$ cat config.mk
export PLATFORM = sky130hd
export DESIGN_NAME = scalar_writeback_demux
export DESIGN_NICKNAME = d
export VERILOG_FILES = /design/src/rtl/scalar_writeback_demux.sv
export SDC_FILE = /design/constraint.sdc
export NUM_CORES = 1
export LEC_CHECK = 0
export ABC_AREA = 0
export CORE_UTILIZATION = 25
export DETAILED_ROUTE_END_ITERATION = 7
export PLACE_DENSITY = 0.56
export RECOVER_POWER = 25
export SLEW_MARGIN = 5
export SYNTH_ARGS = -nofsm -noshare
export SYNTH_HDL_FRONTEND = slang
export SYNTH_SLANG_ARGS = --single-unit
export TNS_END_PERCENT = 5
$ cat constraint.sdc
create_clock -name CLK -period 1.5 [get_ports CLK]
set_input_delay 0.225 -clock CLK [delete_from_list [all_inputs] [get_ports CLK]]
set_output_delay 0.225 -clock CLK [all_outputs]
set_load 0.01 [all_outputs]
$ cat src/rtl/scalar_writeback_demux.sv
// scalar_writeback_demux
//
// Writes the per-iteration stream of scalar results into one of two ping-pong
// RAM buffers. It also tells the read side where to fetch scalars from. Until
// the first full vector has been committed, the read path uses ROM
// (INITIAL_ROM_READ_FLAG=1). After that, it reads the most recently completed
// buffer (READ_BUF_SEL).
//
// Handshake: a scalar is accepted in any cycle where SCALAR_VALID and
// SCALAR_READY are both high. SCALAR_READY depends only on the FSM state and
// never on SCALAR_VALID. An accepted scalar appears on BUF_WDATA/BUF_ADDR one
// cycle later, together with a one-cycle write enable for the buffer being
// filled.
//
// Ports:
//   CLK, RST               clock (rising edge), async active-high reset
//   START                  one-cycle pulse: restart the run from ROM
//   SCALAR_IN/VALID/READY  result scalar stream (valid/ready)
//   BUF0_WE, BUF1_WE       per-buffer write enables
//   BUF_ADDR, BUF_WDATA    shared write address / data
//   INITIAL_ROM_READ_FLAG  1 = read path uses ROM output
//   READ_BUF_SEL           buffer the read path uses when the flag is 0
//   VECTOR_DONE            one-cycle pulse when a full vector is committed
//   ITER_COUNT             completed vectors, saturating
//   fsm_state              debug view of the FSM state
module scalar_writeback_demux #(
    parameter int BIT_WIDTH  = 32,
    parameter int EXTRA_BIT  = 2,
    parameter int ADDR_WIDTH = 4,
    parameter int VECTOR_LEN = 10,
    parameter int ITER_WIDTH = 8
) (
    input  logic                          CLK,
    input  logic                          RST,
    input  logic                          START,
    input  logic [BIT_WIDTH+EXTRA_BIT-1:0] SCALAR_IN,
    input  logic                          SCALAR_VALID,
    output logic                          SCALAR_READY,
    output logic                          BUF0_WE,
    output logic                          BUF1_WE,
    output logic [ADDR_WIDTH-1:0]         BUF_ADDR,
    output logic [BIT_WIDTH+EXTRA_BIT-1:0] BUF_WDATA,
    output logic                          INITIAL_ROM_READ_FLAG,
    output logic                          READ_BUF_SEL,
    output logic                          VECTOR_DONE,
    output logic [ITER_WIDTH-1:0]         ITER_COUNT,
    output logic [1:0]                    fsm_state
);

    localparam int DW = BIT_WIDTH + EXTRA_BIT;
    localparam logic [ADDR_WIDTH-1:0] LAST_INDEX = ADDR_WIDTH'(VECTOR_LEN - 1);

    if (VECTOR_LEN < 2 || VECTOR_LEN > 2 ** ADDR_WIDTH) begin : g_bad_vector_len
        $error("scalar_writeback_demux: VECTOR_LEN out of range");
    end

    typedef enum logic [1:0] {
        IDLE  = 2'd0,
        WRITE = 2'd1,
        SWAP  = 2'd2
    } state_t;

    state_t                  state, state_n;
    logic                    wsel, wsel_n;
    logic [ADDR_WIDTH-1:0]   index, index_n;
    logic                    we0_n, we1_n;
    logic [ADDR_WIDTH-1:0]   addr_n;
    logic [DW-1:0]           wdata_n;
    logic                    flag_n, rbs_n;
    logic [ITER_WIDTH-1:0]   iter_n;
    logic                    accept;

    assign SCALAR_READY = (state == WRITE);
    assign VECTOR_DONE  = (state == SWAP);
    assign fsm_state    = state;
    assign accept       = SCALAR_VALID && SCALAR_READY;

    always_ff @(posedge CLK or posedge RST) begin
        if (RST) begin
            state <= IDLE;
        end else begin
            state <= state_n;
        end
    end

    always_comb begin
        state_n = state;
        wsel_n  = wsel;
        index_n = index;
        we0_n   = 1'b0;
        we1_n   = 1'b0;
        addr_n  = BUF_ADDR;
        wdata_n = BUF_WDATA;
        flag_n  = INITIAL_ROM_READ_FLAG;
        rbs_n   = READ_BUF_SEL;
        iter_n  = ITER_COUNT;
        if (START) begin
            // Restart wins over a same-cycle handshake; that scalar is dropped.
            state_n = WRITE;
            wsel_n  = 1'b0;
            index_n = '0;
            flag_n  = 1'b1;
            rbs_n   = 1'b0;
            iter_n  = '0;
        end else begin
            case (state)
                IDLE: begin
                end
                WRITE: begin
                    if (accept) begin
                        we0_n   = ~wsel;
                        we1_n   = wsel;
                        addr_n  = index;
                        wdata_n = SCALAR_IN;
                        if (index == LAST_INDEX) begin
                            index_n = '0;
                            state_n = SWAP;
                        end else begin
                            index_n = index + ADDR_WIDTH'(1);
                        end
                    end
                end
                SWAP: begin
                    // The last write lands during this cycle, so the read side
                    // switches only once that write has been committed.
                    rbs_n   = wsel;
                    wsel_n  = ~wsel;
                    flag_n  = 1'b0;
                    iter_n  = (ITER_COUNT == '1) ? ITER_COUNT : ITER_COUNT + ITER_WIDTH'(1);
                    state_n = WRITE;
                end
                default: begin
                    state_n = IDLE;
                end
            endcase
        end
    end

    always_ff @(posedge CLK or posedge RST) begin
        if (RST) begin
            wsel                  <= 1'b0;
            index                 <= '0;
            BUF0_WE               <= 1'b0;
            BUF1_WE               <= 1'b0;
            BUF_ADDR              <= '0;
            BUF_WDATA             <= '0;
            INITIAL_ROM_READ_FLAG <= 1'b1;
            READ_BUF_SEL          <= 1'b0;
            ITER_COUNT            <= '0;
        end else begin
            wsel                  <= wsel_n;
            index                 <= index_n;
            BUF0_WE               <= we0_n;
            BUF1_WE               <= we1_n;
            BUF_ADDR              <= addr_n;
            BUF_WDATA             <= wdata_n;
            INITIAL_ROM_READ_FLAG <= flag_n;
            READ_BUF_SEL          <= rbs_n;
            ITER_COUNT            <= iter_n;
        end
    end

endmodule

==> results of run 1 <==
## per-stage QoR
step / hold slack, ns / setup WS [ns]
2_1_floorplan: 0.311 / -0.0873
3_3_place_gp: 0.472 / -0.147
3_5_place_dp: 0.487 / -0.176
4_1_cts: 0.323 / -0.0156
5_1_grt: 0.484 / -0.0457
6_report: 0.504 / -0.00788
## cell families (layout without fill, tap and decap cells)
kind of cell	Yosys count	after routing	share of synthesized area (%)
flip-flops	57	57	55.5
buffers and inverters	12	134	4.43
adder cells (fa/ha/maj)	3	3	1.46
AO/OA/AOI/OAI	20	20	5.21
AND/OR/NAND/NOR	41	41	10.2
multiplexers	40	40	22.9
XOR/XNOR	1	1	0.341
## how the worst min path moves through the flow
stage / from / to / slack [ns] / depth (start not counted)
floorplan: RST / BUF0_WE / 0.31 / 1
global placement: wsel / BUF0_WE / 0.47 / 1
detailed placement: wsel / BUF0_WE / 0.49 / 1
CTS: RST / BUF_WDATA[24] / 0.32 / 3
global route: SCALAR_IN[28] / BUF_WDATA[28] / 0.48 / 2
finish: BUF_WDATA[0] / BUF_WDATA[0] / 0.50 / 1
## worst reg2reg max path, delay by kind of cell, from the launching register on
kind | cells | cell delay, ns
flip-flops | 1 | 0.40
AND/OR/NAND/NOR | 2 | 0.45
multiplexers | 1 | 0.33
buffers and inverters | 1 | 0.21
## registers in the layout, indices dropped and copies added, names as in the netlist
| signal | cells |
|---|---|
| wsel | 1 |
| index | 4 |
| BUF_ADDR | 4 |
| fsm_state | 2 |
| BUF_WDATA | 34 |
| ITER_COUNT | 8 |
| INITIAL_ROM_READ_FLAG | 1 |
| READ_BUF_SEL | 1 |
| BUF1_WE | 1 |
| BUF0_WE | 1 |
## final cells by class
type                       instances  area, um^2
fill                             921        5840
sequential                        57        1430
timing repair buffer             113        1150
multi-input combinational        105        1060
tap                              133         166
clock buffer                      11         141
clock inverter                     5        55.1
inverter                           5        22.5
## power by group
part           leakage, nW  total [W]  switching (W)  internal (W)
Clock               0.0953    0.00145       0.000647      0.000807
Sequential           0.703    0.00177      0.0000789       0.00169
Combinational         1.17   0.000823       0.000276      0.000547
Total                 1.97    0.00404        0.00100       0.00304
## timing repair
item                       in CTS  in global routing
resized for setup              21                 24
pin swaps                       2                  0
buffers inserted                0                  0
setup endpoints to repair      32                 44
## layout by cell type (no fill, tap or decap), types with 2 or more instances in the layout
cell type	instances
a21oi_1	7
a31oi_1	4
a41oi_1	2
and2_1	2
and3_1	2
and3b_1	3
and4_1	2
buf_12	3
buf_4	18
clkbuf_8	10
clkdlybuf4s15_2	2
clkdlybuf4s50_1	57
clkinv_2	2
clkinvlp_4	3
dfrtp_1	53
dfrtp_2	3
dlygate4sd2_1	12
dlymetal6s2s_1	19
ha_1	2
inv_1	4
mux2_4	38
nand2_1	6
nand2b_1	2
nand3b_1	2
nor2_1	2
nor2b_1	2
nor3_1	6
nor4b_1	3
or3_1	2
## routing by layer
| metal | vias up | track usage [%] | routed length [um] |
|---|---|---|---|
| met3 | 12 | 3.49 | 423 |
| met2 | 65 | 17.5 | 2710 |
| met5 | - | 0 | 0 |
| met4 | 0 | 5.85 | 114 |
| li1 | 867 | - | - |
| met1 | 914 | 15.6 | 2840 |
==> out/summary.txt, run 1 <==
Status: finished, violations left
Failing checks: negative setup slack
Yosys top cell by area: dfrtp_1
Critical Path Max Stage Delay: 0.40 ns
Layout Utilization: 40.8%
1st-pass router iterations: 4
Worst VDD drop: 348 uV
Synth Instances: 174
Most common library cells after synthesis: dfrtp_1, mux2_4, a21oi_1
Pwr dens: 1000 mW/mm^2
CP delay by family, top: simple AND/OR/NAND/NOR gates
Post-DR wirelength/cell: 14.2 um
EDFF count, synth: 0
CTS tree: built
Reg2reg path depth: 4
CP bufs+invs: 1
Worst setup path end: BUF_WDATA[21]
FF-to-FF setup slack: -0.008 ns
Final min period: 1.51 ns
Die Y: 103 um
Critical path depth: 4
Hold WC Path Type: reg -> reg
Number of CTS-inserted buffers: 9
PnR Total Power: 0.00404 W
Area after DPL: 0.00378 mm^2
CP Cell Sequence: nor2b_4 > and3b_2 > buf_12 > mux2_4
Yosys reg bits: 57
HPWL Detailed: 4040 um
Critical Path Start: fsm_state[0]
CTS H-Tree Depth: 3
Sink Count: 57
Vias per inst: 4.33
Lkg Pwr: 1.97 nW
I/O Buffers: 91
# IOs: 92
Synth warn: 0
Overflow after GRT: 0
Sequential share of the synthesized area: 55.5%
Fraction of final layout cells sized beyond drive strength 1: 30.4%
Setup violators final: 8
Post-route worst setup slack: -0.00788 ns
CP required: 1.72 ns
Final period utilization: 101%
Slowest CP cell: dfrtp_1
Peak Freq: 0.663 GHz
Clk_skew: 0.0110 ns
Slew @ Worst Pin: 0.790 ns
Initial Utilization: 26.1%
Antenna fix cells: 0
Total routed wirelength: 6090 um
Hold buffers post-CTS: 0
Pin count of the biggest net entering global routing: 58
Root Driver: clkbuf_8
Worst-skew pair later-pin latency: 0.34 ns
First-pass GRT wire length: 9400 um
Max-cap viol count: 0
Vias in the first global route: 1872
Post-route non-filler standard cell count: 429
Fin nets: 332
Crit-path max FO: 19
Synthesized area: 0.00257 mm^2
R2r endpoint: BUF_WDATA[21]
Slew Viols, Final: 0
Final Cell Area: 0.00403 mm^2
Crit. End Element: flop
GRT Total Usage: 11.8%
WP data arrival: 1.72 ns
Rows: 36
Syn Nets: 215
Die Width: 103 um
Yosys cell types: 39
DP Cell Count: 413
RR Startpoint: fsm_state[0]
Crit Path Category: reg -> reg
Core ar.: 0.00986 mm^2
Syn Area/Cell: 14.8 um^2
Worst setup SP type: flop
Area added between synthesis and finish: 56.7%
Top-area cell type share of the netlist area: 54.5%
Die area: 0.0107 mm^2
Fraction of registers with async set/reset: 100%
Via Count: 1858
DRC Markers: 0
Max-slew headroom: 47.3%
Top post-synthesis cells by area: dfrtp_1, mux2_4, buf_12
First DRT Iteration DRCs: 23
Setup TNS: -0.0321 ns
Most frequent cell after synthesis: dfrtp_1
Placer Congestion: 0.775
Clock tree buffer depth: 2
Hold Violations, Final: 0
Clock Pin Slew Worst Setup and Hold Paths: 0.07 ns
Antenna violations before repair: 0
Final antenna-violating net count: 0
Top_reg_cell synth: dfrtp_1
RSZ-0062 raised after global routing: yes
No activity file was read; power rests on OpenSTA's default activity.
==> run 2, diff against run 1 <==
CTS_CLUSTER_SIZE = 12   (was unset)
PLACE_DENSITY = unset   (was 0.56)
PLACE_DENSITY_LB_ADDON = 0.2   (was unset)
==> run 2 against run 1 <==
Hold slack got worse by 0.19 ns. Via count rose by 0.59%. Power fell by 3.7%. Worst setup slack improved by 0.024 ns. Largest power group unchanged. The run now ends clean.
==> out/summary.txt, run 2 (synthesis results as in run 1) <==
Total routed wirelength: 6100 um (+0.15%)
Root Driver: clkbuf_8
Setup violators final: 0 (-8)
Placer Congestion: 0.812 (+4.9%)
Clock tree buffer depth: 2 (unchanged)
Pin count of the biggest net entering global routing: 21 (-64%)
Worst setup SP type: flop
Post-DR wirelength/cell: 14.0 um (-1.0%)
Final Cell Area: 0.00405 mm^2 (+0.40%)
Flip-flop count of the largest register after layout: 34 (unchanged)
Area added between synthesis and finish: 57.3%
Overflow after GRT: 0 (unchanged)
Hold Violations, Final: 0 (unchanged)
Number of CTS-inserted buffers: 9 (unchanged)
Fin nets: 337 (+1.5%)
Hold buffers post-CTS: 0 (unchanged)
Crit. End Element: flop
RSZ-0062 raised after global routing: yes
Worst VDD drop: 360 uV (+3.3%)
Via Count: 1869 (+0.59%)
Vias in the first global route: 1840 (-1.7%)
Final antenna-violating net count: 0 (unchanged)
Final min period: 1.48 ns (-0.0240 ns)
CTS tree: built
Vias per inst: 4.31 (-0.57%)
I/O Buffers: 91 (unchanged)
1st-pass router iterations: 4 (unchanged)
Die Y: 103 um (unchanged)
Clk_skew: 0.0120 ns (+0.00105 ns)
Fraction of final layout cells sized beyond drive strength 1: 30.9% (+0.49 points)
Rows: 36 (unchanged)
WP data arrival: 1.69 ns (-0.03 ns)
Sink Count: 57 (unchanged)
Area after DPL: 0.00381 mm^2 (+0.60%)
DRC Markers: 0 (unchanged)
Most frequent cells in the layout: dfrtp_1, clkdlybuf4s50_1, mux2_4, dlymetal6s2s_1, buf_4
Antenna fix cells: 0 (unchanged)
Die Width: 103 um (unchanged)
Hold WC Path Type: in -> async
Crit Path Category: reg -> reg
Worst-skew pair later-pin latency: 0.33 ns (about the same)
Top reg by flops: BUF_WDATA
Commonest non-fill, non-tap cell in the layout: dfrtp_1
Final period utilization: 98.9% (-1.6 points)
Lkg Pwr: 2.03 nW (+3.2%)
Status: finished, final reports clean
Die area: 0.0107 mm^2 (unchanged)
Biggest regs: BUF_WDATA x34, ITER_COUNT x8
Antenna violations before repair: 0 (unchanged)
Slew Viols, Final: 0 (unchanged)
HPWL Detailed: 4280 um (+5.8%)
First DRT Iteration DRCs: 53 (+130%)
DP Worst Slack: -0.222 ns (-0.0458 ns)
Core ar.: 0.00986 mm^2 (unchanged)
CTS H-Tree Depth: 3 (unchanged)
Max-slew headroom: 66.3% (+19 points)
# IOs: 92 (unchanged)
Post-route worst setup slack: 0.0161 ns (+0.0240 ns)
Max-cap viol count: 0 (unchanged)
Slew @ Worst Pin: 0.506 ns (-0.284 ns)
Clock Pin Slew Worst Setup and Hold Paths: 0.07 ns (about the same)
Setup TNS: 0 ns (+0.0321 ns)
Initial Utilization: 26.1% (unchanged)
First-pass GRT wire length: 9300 um (-1.0%)
GRT Total Usage: 11.5% (-0.27 points)
CP required: 1.71 ns (about the same)
Peak Freq: 0.674 GHz (+1.6%)
Pwr dens: 962 mW/mm^2 (-4.1%)
Crit-path max FO: 5 (-14)
## run 2: report_power, final
| group | switching (W) | total (W) | internal (W) |
|---|---|---|---|
| clock network | 0.000626 | 0.00131 | 0.000687 |
| registers | 0.0000791 | 0.00177 | 0.00169 |
| logic | 0.000275 | 0.000813 | 0.000538 |
## run 2: metal layers
metal / track usage, % / part of all wire [%]
met5: 0 / 0
met4: 2.60 / 0.66
met3: 5.04 / 9.7
met2: 17.8 / 43
met1: 14.8 / 46
## run 2: through the flow
stage	hold WS, ns	instances	utilization [%]	power (W)
after floorplan	0.311	174	-	0.00219
after global placement	0.473	416	38.6	0.00265
after detailed placement	0.479	416	38.6	0.00266
after CTS	0.179	433	40.4	0.00401
after global routing	0.327	434	41.0	0.00411
final	0.309	434	41.0	0.00389
## run 2: area by class of cell
type                            instances  area [um^2]
Timing Repair Buffer                  118         1180
Tap cell                              133          166
Clock inverter                          4         27.5
Inverter                                5         20.0
Fill cell                             915         5820
Multi-Input combinational cell        105         1060
Sequential cell                        57         1430
Clock buffer                           12          155
## run 2: worst max-delay path, stage by stage, from the launching register on
cell,delay (ns)
dfrtp_1,0.41
nor2b_2,0.14
and3b_2,0.30
buf_4,0.19
mux2_2,0.33
## run 2: final timing paths
check	start	end	slack (ns)	cells after the start
setup / recovery	fsm_state[1]	BUF_WDATA[12]	0.02	4
hold / removal	RST	BUF_WDATA[3]	0.31	2
setup reg to reg	fsm_state[1]	BUF_WDATA[12]	0.02	4
hold reg to reg	wsel	BUF0_WE	0.50	1
max in group asynchronous	RST	BUF1_WE	0.41	3
min in group CLK	wsel	BUF0_WE	0.50	1
## run 2: timing repair
item	CTS	global route
resized for setup	20	34
setup endpoints to repair	16	67
pin swaps	0	1
setup buffers	1	1
